$ cat config.mk
export PLATFORM = sky130hd
export DESIGN_NAME = program_loader
export DESIGN_NICKNAME = d
export VERILOG_FILES = /design/src/rtl/program_loader.sv
export SDC_FILE = /design/constraint.sdc
export NUM_CORES = 1
export LEC_CHECK = 0
export CORE_MARGIN = 5
export CORE_UTILIZATION = 45
export DETAILED_ROUTE_END_ITERATION = 8
export PLACE_DENSITY = 0.69
export SYNTH_ARGS = -nofsm -noshare
export SYNTH_HDL_FRONTEND = slang
export SYNTH_SLANG_ARGS = --single-unit
$ cat constraint.sdc
create_clock -name clk -period 7.1 [get_ports clk]
set_input_delay 1.065 -clock clk [delete_from_list [all_inputs] [get_ports clk]]
set_output_delay 1.065 -clock clk [all_outputs]
set_load 0.02 [all_outputs]
$ cat src/rtl/program_loader.sv
// Framed program-image loader: SYNC, 16-bit little-endian length, payload, 8-bit additive checksum.
// Holds the CPU in reset while writing payload bytes to memory, then releases it once the image verifies.
module program_loader #(
   parameter int          MEM_BYTES = 1024,
   parameter logic [31:0] BASE_ADDR = 32'h0000_0000,
   parameter logic [7:0]  SYNC_BYTE = 8'hA5
) (
   input  logic        clk,
   input  logic        reset,
   input  logic        rx_valid,
   input  logic [7:0]  rx_data,
   output logic        rx_ready,
   output logic [31:0] prog_addr,
   output logic [7:0]  prog_byte,
   output logic        prog_wr_en,
   output logic        start_program,
   output logic        cpu_reset,
   output logic        load_error,
   output logic        busy
);

   typedef enum logic [2:0] {IDLE, LEN_LO, LEN_HI, DATA, CHECK, DONE} state_t;

   localparam logic [31:0] MEM_LIMIT = 32'(MEM_BYTES);

   state_t      state_q;
   logic [15:0] len_q, idx_q;
   logic [7:0]  csum_q, byte_q;
   logic [31:0] addr_q;
   logic        wr_q, start_q, cpurst_q, err_q, busy_q, rdy_q;

   logic        acc;
   logic [15:0] len_d;

   assign acc   = rx_valid && rdy_q;
   assign len_d = {rx_data, len_q[7:0]};

   always_ff @(posedge clk) begin
      if (reset) begin
         state_q  <= IDLE;
         len_q    <= '0;
         idx_q    <= '0;
         csum_q   <= '0;
         addr_q   <= '0;
         byte_q   <= '0;
         wr_q     <= 1'b0;
         start_q  <= 1'b0;
         cpurst_q <= 1'b1;
         err_q    <= 1'b0;
         busy_q   <= 1'b0;
         rdy_q    <= 1'b1;
      end else begin
         wr_q <= 1'b0;
         if (acc) begin
            case (state_q)
               IDLE: begin
                  if (rx_data == SYNC_BYTE) begin
                     state_q <= LEN_LO;
                     err_q   <= 1'b0;
                     csum_q  <= '0;
                     busy_q  <= 1'b1;
                  end
               end
               LEN_LO: begin
                  len_q[7:0] <= rx_data;
                  state_q    <= LEN_HI;
               end
               LEN_HI: begin
                  len_q[15:8] <= rx_data;
                  if (len_d == 16'd0 || {16'd0, len_d} > MEM_LIMIT) begin
                     err_q   <= 1'b1;
                     busy_q  <= 1'b0;
                     state_q <= IDLE;
                  end else begin
                     idx_q   <= '0;
                     state_q <= DATA;
                  end
               end
               DATA: begin
                  addr_q <= BASE_ADDR + {16'd0, idx_q};
                  byte_q <= rx_data;
                  wr_q   <= 1'b1;
                  csum_q <= csum_q + rx_data;
                  idx_q  <= idx_q + 16'd1;
                  if (idx_q == len_q - 16'd1) state_q <= CHECK;
               end
               CHECK: begin
                  busy_q <= 1'b0;
                  if (rx_data == csum_q) begin
                     state_q  <= DONE;
                     start_q  <= 1'b1;
                     cpurst_q <= 1'b0;
                     rdy_q    <= 1'b0;
                  end else begin
                     // Partial image stays in memory; only the flag records the rejection.
                     err_q   <= 1'b1;
                     state_q <= IDLE;
                  end
               end
               default: ;
            endcase
         end
      end
   end

   assign rx_ready      = rdy_q;
   assign prog_addr     = addr_q;
   assign prog_byte     = byte_q;
   assign prog_wr_en    = wr_q;
   assign start_program = start_q;
   assign cpu_reset     = cpurst_q;
   assign load_error    = err_q;
   assign busy          = busy_q;

endmodule

==> results of run 1 <==
[layer usage]
layer / track usage (%) / vias to the layer above
li1: - / 1684
met5: 0 / -
met4: 7.769 / 0
met1: 23.80 / 1637
met3: 4.127 / 22
met2: 29.75 / 86
[sequential cells by signal, indices dropped and copies added, names as in the netlist]
name,count
state_q,3
prog_wr_en,1
start_program,1
len_q,16
rx_ready,1
prog_addr,16
busy,1
idx_q,16
csum_q,8
load_error,1
prog_byte,8
[critical path: stages]
cell	delay [ns]
clkdlybuf4s50_1	0.59
or4_1	0.66
or4_4	0.48
a31oi_1	0.97
nand4bb_1	0.40
or3_1	0.15
a21oi_1	0.06
[report_power, final]
part | switching, uW | leakage (uW) | internal [uW]
Sequential | 34.4 | 0.000581 | 424
Combinational | 155 | 0.000883 | 115
Clock | 166 | 0.000100 | 174
[stage by stage]
step                power, uW  cell area, sq um
CTS                      1070              4482
floorplan               683.7              3951
finish                   1068              4482
global route             1119              4482
global placement        725.0              4277
detailed placement      731.4              4277
[cell type report]
class                      count  area [sq um]
inverter                      10         37.54
tap                          108         135.1
clock buffer                  11         141.4
sequential                    72          1441
timing repair buffer          44         425.4
fill                         826          4111
clock inverter                 5         63.81
multi-input combinational    361          2237
[worst max-delay path by stage]
| stage | startpoint | endpoint | slack (ns) | cells past startpoint |
|---|---|---|---|---|
| 3_5_place_dp | rx_data[1] | idx_q[12] | 2.60 | 7 |
| 3_3_place_gp | rx_data[1] | idx_q[6] | 2.71 | 7 |
| 5_1_grt | rx_data[1] | idx_q[8] | 2.75 | 7 |
| 2_1_floorplan | rx_data[1] | load_error | 4.12 | 6 |
| 6_report | rx_data[1] | idx_q[8] | 2.90 | 7 |
| 4_1_cts | rx_data[1] | idx_q[8] | 2.95 | 7 |
[cells in the mapped netlist, types with 3 or more instances]
library cell  number  area [sq um]
dfxtp_1           72          1441
nand3_1           13         65.06
or4_1              5         37.54
inv_1             10         37.54
nor2b_1            4         25.02
ha_1              10         125.1
nor2_1            40         150.1
buf_4             18         135.1
nor3_1            11         55.05
mux2i_1           17         170.2
nor4_1             8         50.05
nand2_1           66         247.7
and4_1             3         26.28
a211oi_1           7         52.55
xnor2_1           22         192.7
or3_1              8         50.05
a21o_1             4         30.03
a21oi_1           44         220.2
nor4b_1            3         26.28
xor2_1            12         105.1
nand4_1           11         68.82
o21ai_0           12         60.06
clkbuf_1          22         82.58
[cells by family after synthesis]
family | Yosys count | share of synthesized area [%]
AOI/OAI and AO/OA | 95 | 15.93
xor gates and xnor gates | 34 | 7.645
adders and majority gates | 11 | 3.726
buffers and inverters | 53 | 7.067
DFF | 72 | 37.01
muxes | 17 | 4.369
other | 1 | 0.09628
and+or+nand+nor | 188 | 24.16
==> summary by stage, run 1 <==
Logic synthesis
The number of warnings printed during yosys synthesis is 0. The most used flip-flop cell after synthesis is dfxtp_1. Synthesis instantiated 62 different standard cells from the library. The cell area that synthesis handed to floorplanning was between 3000 and 4000 sq um.

The mean instance size in the synthesized netlist is about 8.3 sq um. For this run, the register share of the synthesized area comes to a little under two fifths. Synthesis inferred between 70 and 80 register bits. Counting flops with a built-in enable in the synthesized netlist gives 0. The async set-reset flop share out of synthesis is 0%. Synthesis produced between 400 and 500 cells.

Global route
The first global-routing pass estimated between 15000 and 20000 um of wire. The pin count of the biggest net entering global routing is 57. The total overflow left after global routing is 0.

The initial antenna violation count is 0. The total routing resource utilization after global routing is a little under a fifth. The via count of the first global-routing pass was approximately 3200.

Drt
The count of nets left with antenna violations once routing finished came out at 0. The pre-antenna-repair detailed-routing pass consisted of 4 iterations. The routed via count divided by cell count is 5.612. Summing over every cut layer, the via total after detailed routing is 3429. The detailed route wirelength on metal2 is roughly 4500 um. The met3 layer wire length in the routed design is 506 um. The aggregate routed wire length is 9665 um.

The detailed-route DRC error count is 0. The detailed router finished its first iteration with 200 violations. The total routed wire length on the met1 layer is around 4400 um. The post-detailed-route wirelength per cell is 15.82 um. Signal routing reaches up to met4.

Worst hold path
The min-delay analysis places its worst path in the category flip-flop to flip-flop. The endpoint with the worst hold slack is prog_addr[3]. The number of stages on the worst hold path is 2.

The worst hold path begins at prog_addr[3].

Clock network
The clock-pin slew reported for the worst setup and hold paths after clock tree synthesis is 0.08 ns. The buffer depth of the longest clock path is 2. Gates resized during post-CTS repair numbered 0. The clock sink count is 72. At the later pin of the worst-skew pair, clock insertion delay measures 0.36 ns. For this design, the CTS-stage hold fixing added 0 buffers. The number of CTS-inserted buffers is 9. Post-CTS timing repair inserted 0 buffers for setup. TritonCTS built the clock tree. CTS placed an instance of clkbuf_8 at the clock tree root.

The H-tree depth reported by CTS is 3.

Status
The run finished with clean final reports.

Placed design
Once placement completed, the tool counted placed cells totaling 595. The final HPWL from detailed placement is roughly 6700 um. The worst slack after detailed placement is ~2.6 ns.

Routability-driven placement finished with a final weighted congestion of slightly below 0.9. In this run the tool buffered the top-level ports with 40 buffer cells.

Die
The initial utilization of the core area, before any placement, comes to between 40 and 50%. The width of the chip is approximately 100 um. The count of standard-cell rows is 34. The height of the die is around 100 um. The total area inside the core boundary comes to around 8600 sq um. The floorplan step defined a die boundary enclosing between 10000 and 15000 sq um. The boundary pin count is 57.

Layout
The layout overhead on the synthesized area is 15.07%. The repair_antennas step left the layout with diodes totalling 0. The library cells used most frequently in the layout, excluding fill and tap cells, are dfxtp_1 (72), nand2_1 (66), a21oi_1 (44), nor2_1 (39), clkdlybuf4s50_1 (39). For this run, the share of the core covered by cells in the final layout is between 50% and 60%. The net total in the final layout is 520. The count of cells in the finished layout, fillers not included, comes to 611. The most frequent standard cell in the layout excluding fill and tap cells is dfxtp_1. Cells with a size suffix above 1 make up around 6.4% of the layout.

Worst setup path
The kind of start point of the critical path is an input pin. The startpoint of the worst-slack reg-to-reg timing path is len_q[4]. For the worst setup path, the data required time is approximately 7.3 ns. The worst register-to-register path ends at idx_q[8]. Counting cells, the worst reg-to-reg path comes to 6. The nature of the critical path endpoint is a flip-flop. Along the worst path, the maximum fanout reaches 12. The setup check on the worst reg-to-reg path leaves a slack of between 3 and 4 ns. The category of the most critical setup path is input pin to flip-flop. The critical path data arrival time is approximately 4.4 ns.

Pwr
The leakage power figure is ~0.0016 uW. Across the VDD grid, the largest voltage drop is around 0.1 mV. Power spread over the standard cell area amounts to ~240 nW/um^2.

STA
The minimum period implied by the final worst setup slack is around 4.2 ns. The setup violation total in the final timing report is 0. Setup repair after global routing left no endpoint under its margin. The hold violation total from the final report was 0.

In this run the tightest slew margin relative to its limit is around a fifth. The worst clock skew is roughly 0.013 ns. Once routing completed, OpenROAD measured the worst setup slack at roughly 2.9 ns. Timing would allow up to approximately 0.24 GHz.

The final-report max-slew violation count is 0. For the pin with the worst max-slew slack, the measured transition is ~1.2 ns. The total negative setup slack is 0 ns. Final hold analysis gives a worst-case slack of approximately 0.45 ns. The share of the clock period used by the worst path after layout is between 50% and 60%.

Job
Across the run, the number of max-cap violations was 0.
No activity file was read; power rests on OpenSTA's default activity.
==> run 2: changes to the inputs <==
==> constraint.sdc (replaced) <==
create_clock -name clk -period 4.1 [get_ports clk]
set_input_delay 0.615 -clock clk [delete_from_list [all_inputs] [get_ports clk]]
set_output_delay 0.615 -clock clk [all_outputs]
set_load 0.02 [all_outputs]
==> run 2 against run 1 <==
Compared with the run above:
- first-iteration DRC count rose by 2.0%
- cell area rose by 1.7%
- via count barely moved
- sequential power rose by 73%
- die area did not move
- total power rose by 82%
- routed wire length rose by 3.4%
- critical path depth rose by 1
- critical path type unchanged
- highest routed layer unchanged
==> summary by stage, run 2 (synthesis results as in run 1) <==
Worst setup path
The worst flop-to-flop path endpoint is idx_q[8]. The maximum fanout along the worst path is 12. The startpoint of the worst-slack reg-to-reg timing path is len_q[4]. The launching element of the worst setup path is rx_data[1]. The category of the most critical setup path is input pin to flip-flop. The slack of the worst reg-to-reg path is about 1.4 ns.

For the worst setup path, the data required time is 4.39 ns. The kind of start point of the critical path is an input pin. The worst-case reg-to-reg path depth is 7.

The worst setup path is captured at a flip-flop. The critical path data arrival time is 3.41 ns.

Clock network
The number of cells upsized or downsized after cts is 0. CTS saw a little over 70 sinks. TritonCTS built the clock tree. Clock tree synthesis selected as its root buffer the cell clkbuf_8. Clock-pin slew was measured on the worst setup and hold paths at roughly 0.080 ns.

The number of hold buffers added after CTS is 0. CTS built an H-tree with a depth of 3. At the later pin of the worst-skew pair, clock insertion delay measures approximately 0.36 ns. The number of CTS-inserted buffers is 9. The buffer depth of the longest clock path is 2.

The number of buffers added for setup after CTS is 0.

STA
The hold violation total from the final report is 0. Static timing analysis puts the maximum clock frequency at roughly 0.32 GHz. The minimum period implied by the final worst setup slack is approximately 3.1 ns.

Of the available clock period, the critical path in the final layout requires 76.25%. Setup total negative slack on the finished layout was measured at 0 ns. Setup violations remaining at the end of the flow were counted as 0. The final-report max-slew violation count is 0. Setup repair after global routing left no endpoint under its margin.

The worst setup margin is between 0.9 and 1 ns. The worst clock skew is a little over 0.009 ns. The pin slew with the least headroom to its limit is 0.6865 ns. The worst-case headroom to the max-slew limit is between 50% and 60%.

Layout
0 antenna diodes ended up in the layout. The layout overhead on the synthesized area is 16.99%. The net total in the final layout is around 530. The library cell used most frequently in the layout, excluding fill and tap cells, is dfxtp_1.

The share of final-layout standard cells stronger than drive strength 1 is between 7 and 8%. The library cells used most frequently in the layout, excluding fill and tap cells, are dfxtp_1 (72), nand2_1 (66), a21oi_1 (44), nor2_1 (39), clkdlybuf4s50_1 (39). Counting the fill cells in the layout gives approximately 860.

Placed design
The worst slack after detailed placement is approximately 0.64 ns. Routability-driven placement finished with a final weighted congestion of about 0.9. Buffers placed on the I/O ports in this run total 40.

Detailed placement ended at an HPWL of ~7000 um.

Worst hold path
The endpoint with the worst hold slack is prog_addr[12]. The number of stages on the worst hold path is 2. The class of the tightest hold or removal check is flip-flop to flip-flop. The launch point of the worst hold path is prog_addr[12].

Global route
The initial antenna violation count is 0. The via count of the first global-routing pass is 3246. The first global-routing pass estimated between 15000 and 20000 um of wire. The total routing resource utilization after global routing is approximately a fifth. The pin count of the biggest net entering global routing is 57. The global route total overflow is 0.

Drt
The aggregate routed wire length is between 9000 and 10000 um. The total via count after detailed routing is roughly 3400. The routed via count divided by cell count is 5.562. In this run the remaining antenna-violating nets after routing total 0. The DRC marker count from the first detailed-route iteration is approximately 200.

The first-pass iteration count of the detailed router is 4. After detailed routing, the average wire length per cell comes to about 16 um. For this run, design rule violations remaining after detail routing come to 0.

Status
The flow ran to the end, and the final reports show no timing, DRC or antenna violations.

Pwr
The leakage power figure is 0.001609 uW. The total power divided by cell area is approximately 430 nW/um^2. The worst IR drop on VDD is ~0.22 mV.

Die
The floorplan die area is around 11000 sq um. The height of the die is between 100 and 150 um. The width of the chip is 103.0 um. The core outline area is between 8000 and 9000 sq um.

The count of standard-cell rows is 34. During I/O placement, the number of pins put on the boundary was 57. The starting utilization of the core area is between 40% and 50%.

Job
Max-cap violations in this run came to 0.
[run 2: worst max-delay path by stage]
stage / end / slack [ns] / depth (start not counted)
finish: idx_q[8] / 0.97 / 8
floorplan: load_error / 1.57 / 6
global placement: idx_q[6] / 0.77 / 8
global route: idx_q[8] / 0.79 / 8
CTS: idx_q[6] / 1.00 / 8
detailed placement: idx_q[6] / 0.64 / 8
[run 2: worst max-delay path: stages]
cell,delay [ns]
clkdlybuf4s50_1,0.58
or4_1,0.65
o31ai_4,0.28
a31oi_1,0.16
buf_4,0.21
nand4bb_1,0.36
or3_1,0.41
a21oi_1,0.14
[run 2: per-layer routing]
layer  global-route usage, %  share of wire, %  routed length [um]
met2                   32.07                49                4877
met3                   3.045               5.1                 514
met1                   24.83                44                4427
met5                       0                 0                   0
met4                   5.777               1.8                 176
[run 2: area by class of cell]
| cell class | instances | area [sq um] | area share (%) |
|---|---|---|---|
| Timing Repair Buffer | 50 | 470.5 | 10.32 |
| Multi-Input combinational cell | 361 | 2237 | 49.09 |
| Tap cell | 108 | 135.1 | 2.965 |
| Inverter | 10 | 37.54 | 0.8237 |
| Clock buffer | 11 | 131.4 | 2.883 |
| Sequential cell | 72 | 1441 | 31.63 |
| Clock inverter | 5 | 103.9 | 2.279 |
[run 2: metrics by stage]
stage	instance area, sq um	power (uW)	hold slack (ns)	cells	util, %
global route	4557	2036	0.4742	617	53.03
global placement	4322	1265	0.4440	601	50.29
detailed placement	4322	1274	0.4470	601	50.29
floorplan	3951	1184	0.4472	486	-
CTS	4557	1945	0.4581	617	53.03
finish	4557	1946	0.4557	617	53.03
[run 2: power by group]
| group | internal [uW] | switching (uW) | leakage (uW) |
|---|---|---|---|
| clock network | 406 | 273 | 0.000118 |
| registers | 734 | 60.1 | 0.000581 |
| logic | 205 | 269 | 0.000911 |
| total | 1340 | 602 | 0.00161 |
